### config.mk
export PLATFORM = sky130hd
export DESIGN_NAME = enemy_wave_ctrl_flat
export DESIGN_NICKNAME = d
export VERILOG_FILES = /design/src/rtl/enemy_wave_if.sv /design/src/rtl/enemy_wave_ctrl.sv /design/src/flat_wrapper.sv
export SDC_FILE = /design/constraint.sdc
export NUM_CORES = 1
export LEC_CHECK = 0
export ABC_AREA = 1
export CAP_MARGIN = 20
export CORE_ASPECT_RATIO = 0.5
export CORE_MARGIN = 3
export CORE_UTILIZATION = 54
export CTS_BUF_LIST = sky130_fd_sc_hd__clkbuf_2 sky130_fd_sc_hd__clkbuf_4 sky130_fd_sc_hd__clkbuf_8
export CTS_CLUSTER_SIZE = 24
export DETAILED_ROUTE_END_ITERATION = 10
export PLACE_DENSITY = 0.91
export REMOVE_ABC_BUFFERS = 1
export SYNTH_ARGS = -nofsm -noshare
export SYNTH_HDL_FRONTEND = slang
export SYNTH_SLANG_ARGS = --single-unit
### constraint.sdc
create_clock -name pclk -period 5.8 [get_ports pclk]
set_input_delay 1.16 -clock pclk [delete_from_list [all_inputs] [get_ports pclk]]
set_output_delay 1.16 -clock pclk [all_outputs]
set_load 0.05 [all_outputs]
### src/rtl/enemy_wave_if.sv
// Connects enemy_wave_ctrl to the game logic and the shared path ROM.
// The master side drives game control and ROM data; the slave side is the controller.
`timescale 1ns/1ps
interface enemy_wave_if;
  logic        start;
  logic [3:0]  kill;
  logic [11:0] rom_addr;
  logic [11:0] rom_x;
  logic [11:0] rom_y;
  logic [43:0] en_x;
  logic [43:0] en_y;
  logic [3:0]  alive;
  logic [3:0]  level;
  logic        pos_valid;
  logic        level_done;
  logic        game_won;
  logic        busy;

  modport master (
    output start, kill, rom_x, rom_y,
    input  rom_addr, en_x, en_y, alive, level, pos_valid, level_done, game_won, busy
  );

  modport slave (
    input  start, kill, rom_x, rom_y,
    output rom_addr, en_x, en_y, alive, level, pos_valid, level_done, game_won, busy
  );
endinterface

### src/rtl/enemy_wave_ctrl.sv
// Enemy wave controller: four enemies walk a per-level path stored in a shared ROM.
// Every TICK_LIMIT cycles the positions of all four enemies are re-read from the ROM
// in a fixed five-cycle fetch, then the path offset advances by one entry.
// Killing all enemies advances the level; clearing MAX_LEVEL wins the game.
`timescale 1ns/1ps
module enemy_wave_ctrl #(
  parameter int TICK_LIMIT   = 1000000,
  parameter int LEVEL_SCALER = 150,
  parameter int SPACING      = 30,
  parameter int MAX_LEVEL    = 2
) (
  input logic         pclk,
  input logic         rst,
  enemy_wave_if.slave bus
);

  typedef enum logic [2:0] {
    IDLE     = 3'd0,
    RUN      = 3'd1,
    FETCH    = 3'd2,
    LEVEL_UP = 3'd3,
    WON      = 3'd4
  } state_t;

  localparam logic [20:0] TICK_LAST  = 21'(TICK_LIMIT - 1);
  localparam logic [11:0] SCALER12   = 12'(LEVEL_SCALER);
  localparam logic [11:0] SPACING12  = 12'(SPACING);
  localparam logic [7:0]  OFF_LAST   = 8'(LEVEL_SCALER - 1);
  localparam logic [3:0]  LEVEL_LAST = 4'(MAX_LEVEL);

  state_t      state;
  state_t      state_next;
  logic [20:0] tick_cnt;
  logic [7:0]  off;
  logic [2:0]  phase;       // fetch sub-cycle F0..F4
  logic [3:0]  level;
  logic [3:0]  alive;
  logic [11:0] rom_addr;
  logic [10:0] pos_x [4];
  logic [10:0] pos_y [4];
  logic        pos_valid;
  logic        level_done;
  logic        game_won;

  logic        tick_hit;
  logic        load_addr;   // rom_addr takes a new enemy address at this edge
  logic [1:0]  addr_slot;   // enemy whose address is requested
  logic [11:0] addr_next;
  logic [1:0]  cap_slot;    // enemy whose ROM data is on rom_x/rom_y this cycle
  logic        unused_rom_msb;

  // Path address of enemy k: level base plus (off + k*SPACING) folded into one level.
  // A single conditional subtract is enough since the sum never reaches 2*LEVEL_SCALER.
  function automatic logic [11:0] path_addr(input logic [3:0] lvl,
                                            input logic [7:0] o,
                                            input logic [1:0] k);
    logic [11:0] step_sum;
    logic [11:0] base;
    step_sum = {4'd0, o} + ({10'd0, k} * SPACING12);
    if (step_sum >= SCALER12) step_sum = step_sum - SCALER12;
    base = SCALER12 * ({8'd0, lvl} - 12'd1);
    return base + step_sum;
  endfunction

  assign tick_hit  = (tick_cnt == TICK_LAST);
  assign addr_next = path_addr(level, off, addr_slot);
  assign cap_slot  = 2'(phase - 3'd1);

  // ROM data is 11-bit screen coordinates; the top bit of each word is not used.
  assign unused_rom_msb = ^{bus.rom_x[11], bus.rom_y[11]};

  // Next-state decode and the address request that starts each fetch sub-cycle.
  always_comb begin
    // NOTE: every signal written here gets a default first, so no path can hold an old value (no latch).
    state_next = state;
    load_addr  = 1'b0;
    addr_slot  = 2'd0;
    case (state)
      IDLE, WON: begin
        if (bus.start) state_next = RUN;
      end
      RUN: begin
        // An empty wave must level up even if the step timer expires in the same cycle.
        if (alive == 4'd0) begin
          state_next = LEVEL_UP;
        end else if (tick_hit) begin
          state_next = FETCH;
          load_addr  = 1'b1;
          addr_slot  = 2'd0;
        end
      end
      FETCH: begin
        // F0..F2 request the next enemy; the address for enemy 0 was loaded on entry.
        if (phase < 3'd3) begin
          load_addr = 1'b1;
          addr_slot = 2'(phase + 3'd1);
        end
        if (phase == 3'd4) state_next = RUN;
      end
      LEVEL_UP: begin
        state_next = (level < LEVEL_LAST) ? RUN : WON;
      end
      default: state_next = IDLE;
    endcase
  end

  // State register.
  always_ff @(posedge pclk) begin
    // NOTE: registers use non-blocking assignments so every flop samples pre-edge values together.
    if (rst) state <= IDLE;
    else     state <= state_next;
  end

  // Datapath: step timer, path offset, fetch phase, level/alive bookkeeping, positions, pulses.
  always_ff @(posedge pclk) begin
    if (rst) begin
      tick_cnt   <= '0;
      off        <= '0;
      phase      <= '0;
      level      <= '0;
      alive      <= '0;
      rom_addr   <= '0;
      pos_valid  <= 1'b0;
      level_done <= 1'b0;
      game_won   <= 1'b0;
      // NOTE: the position slots drive outputs directly, so they are cleared like any other flop rather than left as uninitialised storage.
      for (int k = 0; k < 4; k++) begin
        pos_x[k] <= '0;
        pos_y[k] <= '0;
      end
    end else begin
      pos_valid  <= 1'b0;
      level_done <= 1'b0;
      game_won   <= 1'b0;
      if (load_addr) rom_addr <= addr_next;

      case (state)
        IDLE, WON: begin
          if (bus.start) begin
            level    <= 4'd1;
            alive    <= 4'hF;
            off      <= '0;
            tick_cnt <= '0;
            phase    <= '0;
          end
        end
        RUN: begin
          alive <= alive & ~bus.kill;
          if (alive != 4'd0) begin
            if (tick_hit) begin
              tick_cnt <= '0;
              phase    <= '0;
            end else begin
              tick_cnt <= tick_cnt + 21'd1;
            end
          end
        end
        FETCH: begin
          // Kills land immediately, but the fetch always refreshes all four slots.
          alive <= alive & ~bus.kill;
          if (phase != 3'd0) begin
            pos_x[cap_slot] <= bus.rom_x[10:0];
            pos_y[cap_slot] <= bus.rom_y[10:0];
          end
          if (phase == 3'd4) begin
            phase     <= '0;
            pos_valid <= 1'b1;
            off       <= (off == OFF_LAST) ? 8'd0 : off + 8'd1;
          end else begin
            phase <= phase + 3'd1;
          end
        end
        LEVEL_UP: begin
          if (level < LEVEL_LAST) begin
            level      <= level + 4'd1;
            alive      <= 4'hF;
            off        <= '0;
            tick_cnt   <= '0;
            level_done <= 1'b1;
          end else begin
            // Final level cleared: level, alive and positions stay as they are.
            game_won <= 1'b1;
          end
        end
        default: ;
      endcase
    end
  end

  assign bus.rom_addr   = rom_addr;
  assign bus.en_x       = {pos_x[3], pos_x[2], pos_x[1], pos_x[0]};
  assign bus.en_y       = {pos_y[3], pos_y[2], pos_y[1], pos_y[0]};
  assign bus.alive      = alive;
  assign bus.level      = level;
  assign bus.pos_valid  = pos_valid;
  assign bus.level_done = level_done;
  assign bus.game_won   = game_won;
  assign bus.busy       = (state != IDLE) && (state != WON);

endmodule

### src/flat_wrapper.sv
// flat-port wrapper written by rule: the top's interface ports become plain ports
module enemy_wave_ctrl_flat 
#(
  parameter int TICK_LIMIT   = 1000000,
  parameter int LEVEL_SCALER = 150,
  parameter int SPACING      = 30,
  parameter int MAX_LEVEL    = 2
)
  (pclk, rst, bus_start, bus_kill, bus_rom_x, bus_rom_y, bus_rom_addr, bus_en_x, bus_en_y, bus_alive, bus_level, bus_pos_valid, bus_level_done, bus_game_won, bus_busy);
  enemy_wave_if bus_i ();
  input logic pclk;
  input logic rst;
  input wire logic [$bits(bus_i.start)-1:0] bus_start;
  input wire logic [$bits(bus_i.kill)-1:0] bus_kill;
  input wire logic [$bits(bus_i.rom_x)-1:0] bus_rom_x;
  input wire logic [$bits(bus_i.rom_y)-1:0] bus_rom_y;
  output wire logic [$bits(bus_i.rom_addr)-1:0] bus_rom_addr;
  output wire logic [$bits(bus_i.en_x)-1:0] bus_en_x;
  output wire logic [$bits(bus_i.en_y)-1:0] bus_en_y;
  output wire logic [$bits(bus_i.alive)-1:0] bus_alive;
  output wire logic [$bits(bus_i.level)-1:0] bus_level;
  output wire logic [$bits(bus_i.pos_valid)-1:0] bus_pos_valid;
  output wire logic [$bits(bus_i.level_done)-1:0] bus_level_done;
  output wire logic [$bits(bus_i.game_won)-1:0] bus_game_won;
  output wire logic [$bits(bus_i.busy)-1:0] bus_busy;
  assign bus_i.start = bus_start;
  assign bus_i.kill = bus_kill;
  assign bus_i.rom_x = bus_rom_x;
  assign bus_i.rom_y = bus_rom_y;
  assign bus_rom_addr = bus_i.rom_addr;
  assign bus_en_x = bus_i.en_x;
  assign bus_en_y = bus_i.en_y;
  assign bus_alive = bus_i.alive;
  assign bus_level = bus_i.level;
  assign bus_pos_valid = bus_i.pos_valid;
  assign bus_level_done = bus_i.level_done;
  assign bus_game_won = bus_i.game_won;
  assign bus_busy = bus_i.busy;
  enemy_wave_ctrl #(.TICK_LIMIT(TICK_LIMIT), .LEVEL_SCALER(LEVEL_SCALER), .SPACING(SPACING), .MAX_LEVEL(MAX_LEVEL)) u_core (.pclk(pclk), .rst(rst), .bus(bus_i));
endmodule
# --- Yosys cells after proc, flatten, opt, wreduce, memory -nomap -nowiden ---
# Memory sizes are Yosys's and may differ from the RTL's.
# Index checks and enable logic that the tools add are counted.
classes:
  mul: 2
  eq_ne: 14
  n_lt_le_gt_ge: 3
  mux: 49
  reduce_logical: 23
  bitwise_logic: 4
  add_sub_neg: 9
ops:
  columns: ["op", "n"]
  rows:
  - ["$mux W21", 4]
  - ["$pmux W21 S3", 1]
  - ["$mux W8", 4]
  - ["$mux W3", 9]
  - ["$pmux W8 S3", 1]
  - ["$mux W11", 2]
  - ["$reduce_or A11 Y1", 2]
  - ["$add A21 B1 Y21 const B", 1]
  - ["$eq A21 B20 Y1 const B", 1]
  - ["$reduce_bool A3 Y1", 6]
  - ["$mux W4", 4]
  - ["$mux W1", 14]
  - ["$add A12 B12 Y12", 1]
  - ["$ge A12 B8 Y1 const B", 1]
  - ["$mul A7 B12 Y11 const A", 1]
  - ["$mux W12", 1]
  - ["$pmux W3 S4", 1]
  - ["$pmux W4 S3", 1]
  - ["$reduce_and A4 Y1", 3]
  - ["$sub A12 B8 Y12 const B", 1]
  - ["$add A8 B7 Y9", 1]
  - ["$pmux W3 S3", 1]
  - ["$reduce_and A3 Y1", 3]
  - ["$add A8 B1 Y8 const B", 1]
  - ["27 further kinds", 39]
word_totals:
  word_cells: 116
  reg_bits: 58
  input_bits: 31
  ramBits: 88
  n_memories: 2
  out_inout_bits: 112
memory_table:
  columns: ["name", "words", "word_bits", "read_ports", "rd_ports_with_merged_regs", "wr", "line", "source"]
  rows:
  - ["u_core.pos_x", 4, 11, 4, 0, 4, "enemy_wave_ctrl.sv:39", "logic [10:0] pos_x [4];"]
  - ["u_core.pos_y", 4, 11, 4, 0, 4, "enemy_wave_ctrl.sv:40", "logic [10:0] pos_y [4];"]

# --- Logic depth before layout (Yosys ltp) ---
# Gate-level depths: netlist (run 1).
depth:
  word_depth: 8
  depth_mapped: 31
  depth_no_buf: 31

# --- Least setup slack after synthesis (run 1) ---
# No wires, ideal clock.
synth_path:
  kind: "flip-flop to flip-flop"
  from: "register u_core.level[0] (netlist: u_core.bus.level[0])"
  to: "register u_core.rom_addr[11] (netlist: u_core.bus.rom_addr[11])"
  setup_ns: 0.109
  required_time_ns: 5.691
  path_stages_with_launch: 27
  path_buffers: 0
  synth_period_minus_slack_ns: 5.087
  arrival_ns: 4.978
  slack_ns: 0.713
  path_cell_list: "dfxtp_1 inv_1 ha_1 nand2_1 inv_1 ha_1 ha_1 ha_1 inv_1 fa_1 inv_1 ha_1 inv_1 o21ai_0 nand2_1 nand2_1 a21oi_1 xnor2_1 ha_1 nand2_1 inv_1 a221oi_1 nand3_1 nand3_1 nand3_1 nand2_1 inv_1"
synth_via:
  elab_chain_len: 3
synth_lines:
  columns: ["element", "line", "source"]
  rows:
  - ["start, declared", "enemy_wave_ctrl.sv:36", "logic [3:0] level;"]
  - ["start signal, assigned", "enemy_wave_ctrl.sv:175", "level <= level + 4'd1;"]
  - ["$sub A4 B1 Y5", "enemy_wave_ctrl.sv:61", "base = SCALER12 * ({8'd0, lvl} - 12'd1);"]
  - ["$mul A7 B12 Y11", "enemy_wave_ctrl.sv:61", null]
  - ["$add A12 B12 Y12", "enemy_wave_ctrl.sv:62", "return base + step_sum;"]
  - ["end signal, assigned", "enemy_wave_ctrl.sv:135", "if (load_addr) rom_addr <= addr_next;"]
  - ["end, declared", "enemy_wave_ctrl.sv:38", "logic [11:0] rom_addr;"]
# No other way between the ends.
# A chain may end at the register's enable or synchronous reset.

# --- Worst setup path after layout (run 1) ---
# Same ends and word-level chain as after synthesis.

==> results.toml, run 1 <==
[status]
outcome = "completed"

[place]
dp_hpwl_um = 13800
io_buffers = 140
gp_congestion = 0.837

[setup_path]
reg2reg_depth = 26
reg2reg_to = "u_core.bus.rom_addr[11]"
arrival_ps = 5620
cp.required_ps = 6160
reg2reg_from = "u_core.bus.level[0]"
crit_type = "register to register"
end_kind = "register"
rrSetupSlack_ps = 550
cp-start-kind = "register"
path_max_fanout = 6

[clock_network]
clk_latency_ps = 460
cts_buffers = 17
ctsRootBufferMaster = "clkbuf_8"
ctsHtreeMaxLevel = 4
clk_pin_slew_worst_paths_ps = 90
tritoncts = "built"
postCtsSetupBuffers = 0
hold_buffers = 0
clock-sinks = 146
post_cts_resize_count = 0
clockBufferDepth = 2

[timing]
maxSlewViolCount = 0
clock_skew_ps = 16.5
tns_ps = 0
timing.final.crit_share_pct = 90.5
setup_viol = 0
hold_viol_final = 0
slew_headroom_pct = 30.4
fin_crit_ps = 5250
rsz0062_at_grt = "false"
holdWs_ps = 492
clock.fmax_mhz = 190
worstMarginPinSlew_ps = 1040

[detailed_routing]
vias = 6238
drc = 0
drt_iter0_markers = 532
drt_first_pass_iters = 7
wl_per_cell_um = 15.5
final_antenna_net_count = 0
via_per_inst = 5.26
drt_wl_total_um = 18400

[run]
maxCapViolations = 0

[final_layout]
syn2layout_area_growth_pct = 26.4
layout-drive-gt1-share_pct = 6.81
layout_commonest_cell = "clkdlybuf4s50_1"
final_cell_mix = "clkdlybuf4s50_1, nor2_1, inv_1"
nNetsFinal = 1072
finish.utilization_pct = 72.5
n_antenna_cell = 0

[min_path]
min-delay-start = "u_core.bus.alive[0]"
hold_path_class = "register to register"
whs_path_depth = 2
min_delay_worst_endpoint = "u_core.bus.alive[0]"

[yosys]
yosys.area_share.simple_pct = 20.1
synth-edff-count = 88
synth_cells = 839
syn_avg_cell_area_um2 = 9.00
synth-adder-area-share_pct = 9.65
yosys.area_share.xor_xnor_pct = 4.04
synth_area_leaders = "edfxtp_1, dfxtp_1, ha_1"
ys_seq_elements = 146
netlist.area_leader.share_pct = 35.0
ys_seq_area_share_pct = 50.4
synth.largest_area_cell = "edfxtp_1"
synth_cell_types = 53
yosys_warnings = 0
synthMuxAreaShare_pct = 0
synth_compound_area_share_pct = 8.19
async_flop_share_pct = 0
synth_area_um2 = 7550
synth_top_family_by_area = "simple AND/OR/NAND/NOR gates"
synthFlopType = "edfxtp_1"

[grt]
antenna_found_initial = 0
grt_pass1_wl_um = 29500
grtUsageTotal_pct = 24.0
grt-ovfl-total = 0
grt_start_max_net_pins = 35
first_global_vias = 6062

[power]
switching_share_pct = 48.4
pwr-share-seq_pct = 23.4
pwr-share-comb_pct = 61.7
power.switching_w = 0.00257
power.leakage_nw = 4.04
clkPwrFrac_pct = 14.9
p_per_area_nw_per_um2 = 556
p_int_w = 0.00274
peakVddDrop_v = 0.000879

[die]
die_w_um = 173
dieArea_um2 = 15500
die_h_um = 89.6
start_util_pct = 57.3
core.rowCount = 29
ios = 143
core_um2 = 13200
## through the flow
| stage | area (um2) | worst slack [ps] | power [W] | instances |
|---|---|---|---|---|
| final | 9540 | 549 | 0.00530 | 1185 |
| after global placement | 9160 | 806 | 0.00433 | 1154 |
| after detailed placement | 9160 | 563 | 0.00450 | 1154 |
| after CTS | 9540 | 546 | 0.00530 | 1185 |
| after floorplan | 7470 | 699 | 0.00378 | 823 |
| after global routing | 9540 | 54.8 | 0.00579 | 1185 |
## worst max path at each step
stage / end / start / slack, ps
final: u_core.bus.rom_addr[11] / u_core.bus.level[0] / 550
after global routing: u_core.bus.rom_addr[11] / u_core.bus.level[0] / 50
after CTS: u_core.bus.rom_addr[11] / u_core.bus.level[0] / 550
after detailed placement: u_core.bus.rom_addr[11] / u_core.bus.level[0] / 560
after global placement: u_core.bus.rom_addr[11] / u_core.bus.level[0] / 810
after floorplan: u_core.bus.rom_addr[11] / u_core.bus.level[0] / 700
## cells in the mapped netlist (all sizes together) (7+ instances only)
cell / n
clkbuf: 8
nand3: 35
xnor2: 18
a21oi: 53
buf: 8
o21ai: 33
a211oi: 7
nor2: 144
xor2: 16
nand2: 126
ha: 47
inv: 132
dfxtp: 58
edfxtp: 88
fa: 7
nor3: 25
## worst max-delay path, cell delays in order (launching register included)
cell      delay, ps
dfxtp_1         470
inv_1           180
ha_1            280
nand2_1         300
inv_1           180
ha_1            350
ha_1            290
ha_1            270
inv_1            60
fa_1            510
inv_1            50
ha_1            280
inv_1            70
o21ai_0         280
nand2_1         100
nand2_1          70
a21oi_1          60
xnor2_1         130
ha_1            330
nand2_1         100
inv_1            50
a221oi_1        300
nand3_1         140
nand3_1         100
nand3_1          70
nand2_1          90
inv_1            40
## cell type report
| type | instances | area [um2] |
|---|---|---|
| sequential | 146 | 3800 |
| fill | 888 | 3630 |
| multi-input combinational | 544 | 3180 |
| timing repair buffer | 145 | 1440 |
| inverter | 133 | 500 |
| clock buffer | 17 | 234 |
| tap | 186 | 233 |
| clock inverter | 14 | 150 |
## cell families (layout without fill, tap and decap cells)
kind of cell             count (synthesis)  in the layout
buffers and inverters                  149            309
AO/OA/AOI/OAI                          106            106
AND/OR/NAND/NOR                        349            349
flip-flops                             146            146
adder cells (fa/ha/maj)                 54             54
other                                    1              1
XOR/XNOR                                34             34
## power by group through the flow
stage	Clock, W	Sequential [W]	Combinational, W
floorplan	0	0.00148	0.00230
global placement	0	0.00126	0.00307
detailed placement	0	0.00126	0.00324
CTS	0.000794	0.00124	0.00327
global route	0.000838	0.00125	0.00370
finish	0.000789	0.00124	0.00327
## sequential cells by signal (all words and copies together), names as in the netlist, 3 cells and up
register,flops
u_core.bus.alive,4
u_core.bus.level,4
u_core.bus.rom_addr,12
u_core.off,8
u_core.phase,3
u_core.pos_x,44
u_core.pos_y,44
u_core.state,3
u_core.tick_cnt,21
## layer usage
layer / GRT usage (%) / up-vias / share of wire, %
li1: - / 3044 / -
met1: 27.1 / 2890 / 41
met2: 46.0 / 265 / 51
met3: 5.75 / 39 / 6.6
met4: 7.71 / 0 / 2.1
met5: 0 / - / 0
Power figures use the tool's default switching activity.
==> run 2: changes to the inputs <==
--- a/config.mk
+++ b/config.mk
@@ -6,7 +6,7 @@
 export NUM_CORES = 1
 export LEC_CHECK = 0
 export ABC_AREA = 1
-export CAP_MARGIN = 20
+export CAP_MARGIN = 10
 export CORE_ASPECT_RATIO = 0.5
 export CORE_MARGIN = 3
 export CORE_UTILIZATION = 54
==> results of run 2 <==
Same layout as run 1: the final DEF is identical, and so are final timing and power.
